[src/rtl/htd_dec.sv]
// htd_dec: head/tail tag decoder rebuilding sop/eop/length framing from a tagged word stream.
// Optional HTD_DEC_ERR_CNT_EN adds a saturating 16-bit protocol error counter on ov_err_cnt.
module htd_dec #(
  parameter int DATA_WIDTH = 8,
  parameter int LEN_WIDTH  = 12
) (
  input  logic                  i_clk,
  input  logic                  i_rst,
  input  logic [DATA_WIDTH:0]   iv_data,
  input  logic                  i_data_wr,
  output logic [DATA_WIDTH-1:0] ov_data,
  output logic                  o_data_wr,
  output logic                  o_sop,
  output logic                  o_eop,
  output logic [LEN_WIDTH-1:0]  ov_pkt_len,
  output logic                  o_pkt_len_wr,
  output logic                  o_err
`ifdef HTD_DEC_ERR_CNT_EN
  , output logic [15:0]         ov_err_cnt
`endif
);
  typedef enum logic {IDLE, BODY} state_t;
  state_t                state_q, state_d;
  logic [LEN_WIDTH-1:0]  cnt_q, cnt_d, cnt_inc, len_q, len_d;
  logic [DATA_WIDTH-1:0] data_q, data_d;
  logic                  wr_q, wr_d, sop_q, sop_d, eop_q, eop_d, lw_q, lw_d, err_q, err_d;
  logic                  tag, sat;
  assign tag     = iv_data[DATA_WIDTH];
  assign sat     = &cnt_q;
  assign cnt_inc = sat ? cnt_q : cnt_q + LEN_WIDTH'(1);
  always_comb begin
    state_d = state_q;
    cnt_d   = cnt_q;
    data_d  = data_q;
    len_d   = len_q;
    wr_d    = 1'b0;
    sop_d   = 1'b0;
    eop_d   = 1'b0;
    lw_d    = 1'b0;
    err_d   = 1'b0;
    if (state_q == IDLE) begin
      if (i_data_wr && tag) begin
        wr_d    = 1'b1;
        data_d  = iv_data[DATA_WIDTH-1:0];
        sop_d   = 1'b1;
        cnt_d   = LEN_WIDTH'(1);
        state_d = BODY;
      end else if (i_data_wr) begin
        err_d = 1'b1;
      end
    end else if (!i_data_wr) begin
      // gap inside a packet: the open packet is abandoned, consumer drops it on o_err
      err_d   = 1'b1;
      state_d = IDLE;
    end else begin
      wr_d   = 1'b1;
      data_d = iv_data[DATA_WIDTH-1:0];
      if (tag) begin
        eop_d   = 1'b1;
        lw_d    = 1'b1;
        len_d   = cnt_inc;
        err_d   = sat;
        state_d = IDLE;
      end else begin
        cnt_d = cnt_inc;
      end
    end
  end
  always_ff @(posedge i_clk or posedge i_rst) begin
    if (i_rst) begin
      state_q <= IDLE;
      cnt_q   <= '0;
      data_q  <= '0;
      len_q   <= '0;
      wr_q    <= 1'b0;
      sop_q   <= 1'b0;
      eop_q   <= 1'b0;
      lw_q    <= 1'b0;
      err_q   <= 1'b0;
    end else begin
      state_q <= state_d;
      cnt_q   <= cnt_d;
      data_q  <= data_d;
      len_q   <= len_d;
      wr_q    <= wr_d;
      sop_q   <= sop_d;
      eop_q   <= eop_d;
      lw_q    <= lw_d;
      err_q   <= err_d;
    end
  end
  assign ov_data      = data_q;
  assign o_data_wr    = wr_q;
  assign o_sop        = sop_q;
  assign o_eop        = eop_q;
  assign ov_pkt_len   = len_q;
  assign o_pkt_len_wr = lw_q;
  assign o_err        = err_q;
`ifdef HTD_DEC_ERR_CNT_EN
  logic [15:0] ec_q, ec_d;
  assign ec_d = (err_d && !(&ec_q)) ? ec_q + 16'd1 : ec_q;
  always_ff @(posedge i_clk or posedge i_rst) begin
    if (i_rst) ec_q <= '0;
    else       ec_q <= ec_d;
  end
  assign ov_err_cnt = ec_q;
`endif
endmodule
[config.mk]
export PLATFORM = sky130hd
export DESIGN_NAME = htd_dec
export DESIGN_NICKNAME = d
export VERILOG_FILES = /design/src/rtl/htd_dec.sv
export SDC_FILE = /design/constraint.sdc
export NUM_CORES = 1
export LEC_CHECK = 0
export CAP_MARGIN = 0
export CORE_UTILIZATION = 53
export CTS_BUF_LIST = sky130_fd_sc_hd__clkbuf_2
export DETAILED_ROUTE_END_ITERATION = 8
export GPL_ROUTABILITY_DRIVEN = 0
export PLACE_DENSITY = 0.93
export SYNTH_ARGS = -nofsm -noshare
export SYNTH_HDL_FRONTEND = slang
export SYNTH_SLANG_ARGS = --single-unit
export TNS_END_PERCENT = 100
[constraint.sdc]
create_clock -name i_clk -period 2.5 [get_ports i_clk]
set_clock_uncertainty 0.1 [all_clocks]
set_input_delay 0.5 -clock i_clk [delete_from_list [all_inputs] [get_ports i_clk]]
set_output_delay 0.5 -clock i_clk [all_outputs]
set_load 0.01 [all_outputs]
==> reports/summary.txt <==
Internal power -> 1100 uW
Global-route usage over all layers -> 0.251
Clock root buffer -> clkbuf_2
Max_cap viols -> 0
Starting density of the core -> 0.575
Final std cells w/o fill -> 256
Register area share after synthesis -> 0.511
Mux cell area share after synthesis -> 0.0552
Antenna diodes -> 0
Startpoint types -> flip-flop
Post-DRT Antenna Nets -> 0
Count of state elements after synthesis -> 37
GR Util met1 -> 0.309
Synth Cell Area -> 1810 um^2
Post-DP HPWL -> 2740 um
Drt first pass iters -> 4
DR vias -> 1,485
Vias per cell -> 5.80
Final hold violation count -> 0
CP Max Fanout -> 10
Tcrit/Tclk final -> 0.868
Util after Layout -> 0.716
GRT busiest layer -> met2
Sequential Area -> 926 um^2
Main synth FF type -> dfrtp_1
Largest net degree at the start of global routing -> 38
CTS Buf Count -> 5
Worst-path cell chain -> ha_1 > nand3_2 > o31ai_1 > o21ai_1 > a31oi_1
1st-iter DRT viols -> 62
WL/cell -> 15.3 um
Worst Path Arrival -> 2380 ps
Hold-fix buffer count after cts -> 0
Clk pwr share -> 0.228
M2 GR Usage -> 0.425
Post-CTS Setup Inserts -> 0
Count leader, synth -> dfrtp_1
Crit. path cell count -> 5
Core ar. -> 3150 um^2
Syn nets -> 190
Share of cells above drive strength 1 -> 0.132
CTS tree -> yes
Fmax -> 461 MHz
WP data required -> 2710 ps
Vias in the first global route -> 1,465
Register share of total power -> 0.496
Sw Ratio -> 0.297
Area share of the largest cell type after synthesis -> 0.511
RSZ-0062 raised after global routing -> false
Dpl cells -> 249
Crit. End Element -> flip-flop
Peak VDD IR -> 447 uV
Clock tree buffer depth -> 2
Slew Limit Fails -> 0
Reg2reg setup slack -> 330 ps
Synth area leader -> dfrtp_1
CTS Sinks -> 37
Largest family of logic cells by synthesized area -> compound AO/OA/AOI/OAI gates
Synth top cells by count -> dfrtp_1 (37), nand2_1 (15), o21ai_0 (13), nor2_1 (12), a21oi_1 (9)
Largest cells by area after synthesis -> dfrtp_1 (51%), mux2_2 (5.0%), o21ai_0 (3.6%)
Synth Area in XOR/XNOR -> 0.0290
CP peak stage delay -> 590 ps
PortBufs -> 36
First-pass GRT wire length -> 6650 um
Die area -> 3660 um^2
Asr flop ratio synth -> 1.00
Logic gate share of total power -> 0.275
Pre-CTS setup slack -> 280 ps
Worst path bufs/invs -> 0
Multi-input logic area -> 800 um^2
Adder-cell area share of the yosys netlist -> 0.00691
DRC errors left -> 0
Post-synth EDFFs -> 0
Static Leakage -> 0.000931 uW
GR met3 Demand/Resource -> 0.0725
Final WL -> 3920 um
Slew @ Worst Pin -> 656 ps
Shortest period the worst path allows -> 2170 ps
Crit-path leading delay family -> compound AO/OA/AOI/OAI gates
Headroom to the max-slew limit -> 0.559
Yosys warns -> 0
R2R cell count -> 5
Die Ht -> 60.5 um
Syn Inst Count -> 177
Status -> finished clean
Clock-pin slew on the worst setup and hold paths -> 200 ps
Post-Synthesis Mean Instance Area -> 10.2 um^2
Fin Hold WS -> 365 ps
Total congestion overflow -> 0
Psw -> 465 uW
Number of fill cells -> 256
P&R area growth vs syn -> 24.6%
Worst hold path class -> input pin to asynchronous set/reset pin
Simple-Gate Fraction of Synth Area -> 0.158
I/O pin cnt -> 37
Row count -> 20
Worst skew pair latency -> 410 ps
Initial antenna violation count -> 0
Synth cell types -> 44
Synth Area in Compound Gates -> 0.192
Fin nets -> 225
Pwr Density -> 695 nW/um^2
Critical path class -> flip-flop to flip-flop
Slowest-stage cell, CP -> o31ai_1
H-tree levels -> 2
Die W -> 60.5 um
Final setup viols -> 0
Final worst slack -> 329 ps
Setup TNS -> 0 ps
Post-cts sizing count -> 0
## through the flow
step | cell area [um^2] | total power (uW)
after floorplan | 1810 | 993
after global placement | 2200 | 1200
after detailed placement | 2200 | 1220
after CTS | 2260 | 1580
after global routing | 2260 | 1660
final | 2260 | 1570
## cells by family (layout without fill, tap and decap cells)
group / Yosys count / count (layout)
adder cells (fa/ha/maj): 1 / 1
AND/OR/NAND/NOR: 53 / 53
flip-flops: 37 / 37
buffers and inverters: 19 / 54
AO/OA/AOI/OAI: 52 / 52
XOR/XNOR: 6 / 6
multiplexers: 9 / 9
## worst reg2reg max path, cell delays in order (launching register included)
cell and delay, ps:
dfrtp_1 510, ha_1 310, nand3_2 220, o31ai_1 590, o21ai_1 150, a31oi_1 200
## metal layers
layer	share of wire	up-vias	wire (um)
li1	-	704	-
met1	0.43	721	1700
met2	0.50	54	1970
met3	0.050	6	196
met4	0.015	0	58
met5	0	-	0
## sequential cells by signal (all words and copies together) (netlist names)
register      count
o_data_wr         1
ov_data           8
cnt_q            12
ov_pkt_len       12
o_pkt_len_wr      1
state_q           1
o_sop             1
o_err             1
## cell usage in the layout (no fill, tap or decap), types with 4 or more instances in the layout
| master | instances |
|---|---|
| inv_1 | 7 |
| and3_1 | 5 |
| clkdlybuf4s50_1 | 36 |
| clkbuf_2 | 5 |
| xnor2_1 | 4 |
| mux2_2 | 8 |
| nor3_1 | 4 |
| dfrtp_1 | 37 |
| a21oi_1 | 9 |
| nor2_1 | 12 |
| buf_4 | 4 |
| nand3_1 | 6 |
| nand2_1 | 15 |
| a31oi_1 | 6 |
| o21ai_0 | 13 |
## cell type report
| cell class | count | area share |
|---|---|---|
| sequential | 37 | 0.410 |
| multi-input combinational | 121 | 0.354 |
| timing repair buffer | 40 | 0.173 |
| tap | 44 | 0.0244 |
| clock inverter | 2 | 0.0155 |
| inverter | 7 | 0.0116 |
| clock buffer | 5 | 0.0111 |
## final timing paths
path | from | to
max in group asynchronous | i_rst | ov_pkt_len[8]$_DFFE_PP0P_
min in group i_clk | ov_pkt_len[10]$_DFFE_PP0P_ | ov_pkt_len[10]$_DFFE_PP0P_
worst max-delay path | cnt_q[0]$_DFFE_PP0P_ | ov_pkt_len[5]$_DFFE_PP0P_
worst min-delay path | i_rst | ov_data[2]$_DFFE_PP0P_
worst min register to register | ov_pkt_len[10]$_DFFE_PP0P_ | ov_pkt_len[10]$_DFFE_PP0P_
worst max register to register | cnt_q[0]$_DFFE_PP0P_ | ov_pkt_len[5]$_DFFE_PP0P_
## power groups by stage
stage / Sequential (uW) / Combinational (uW) / Clock, uW
floorplan: 803 / 190 / 0
global placement: 781 / 421 / 0
detailed placement: 789 / 433 / 0
CTS: 778 / 437 / 362
global route: 793 / 472 / 390
finish: 778 / 432 / 358
Note: power is estimated with default switching activity, not from simulation.
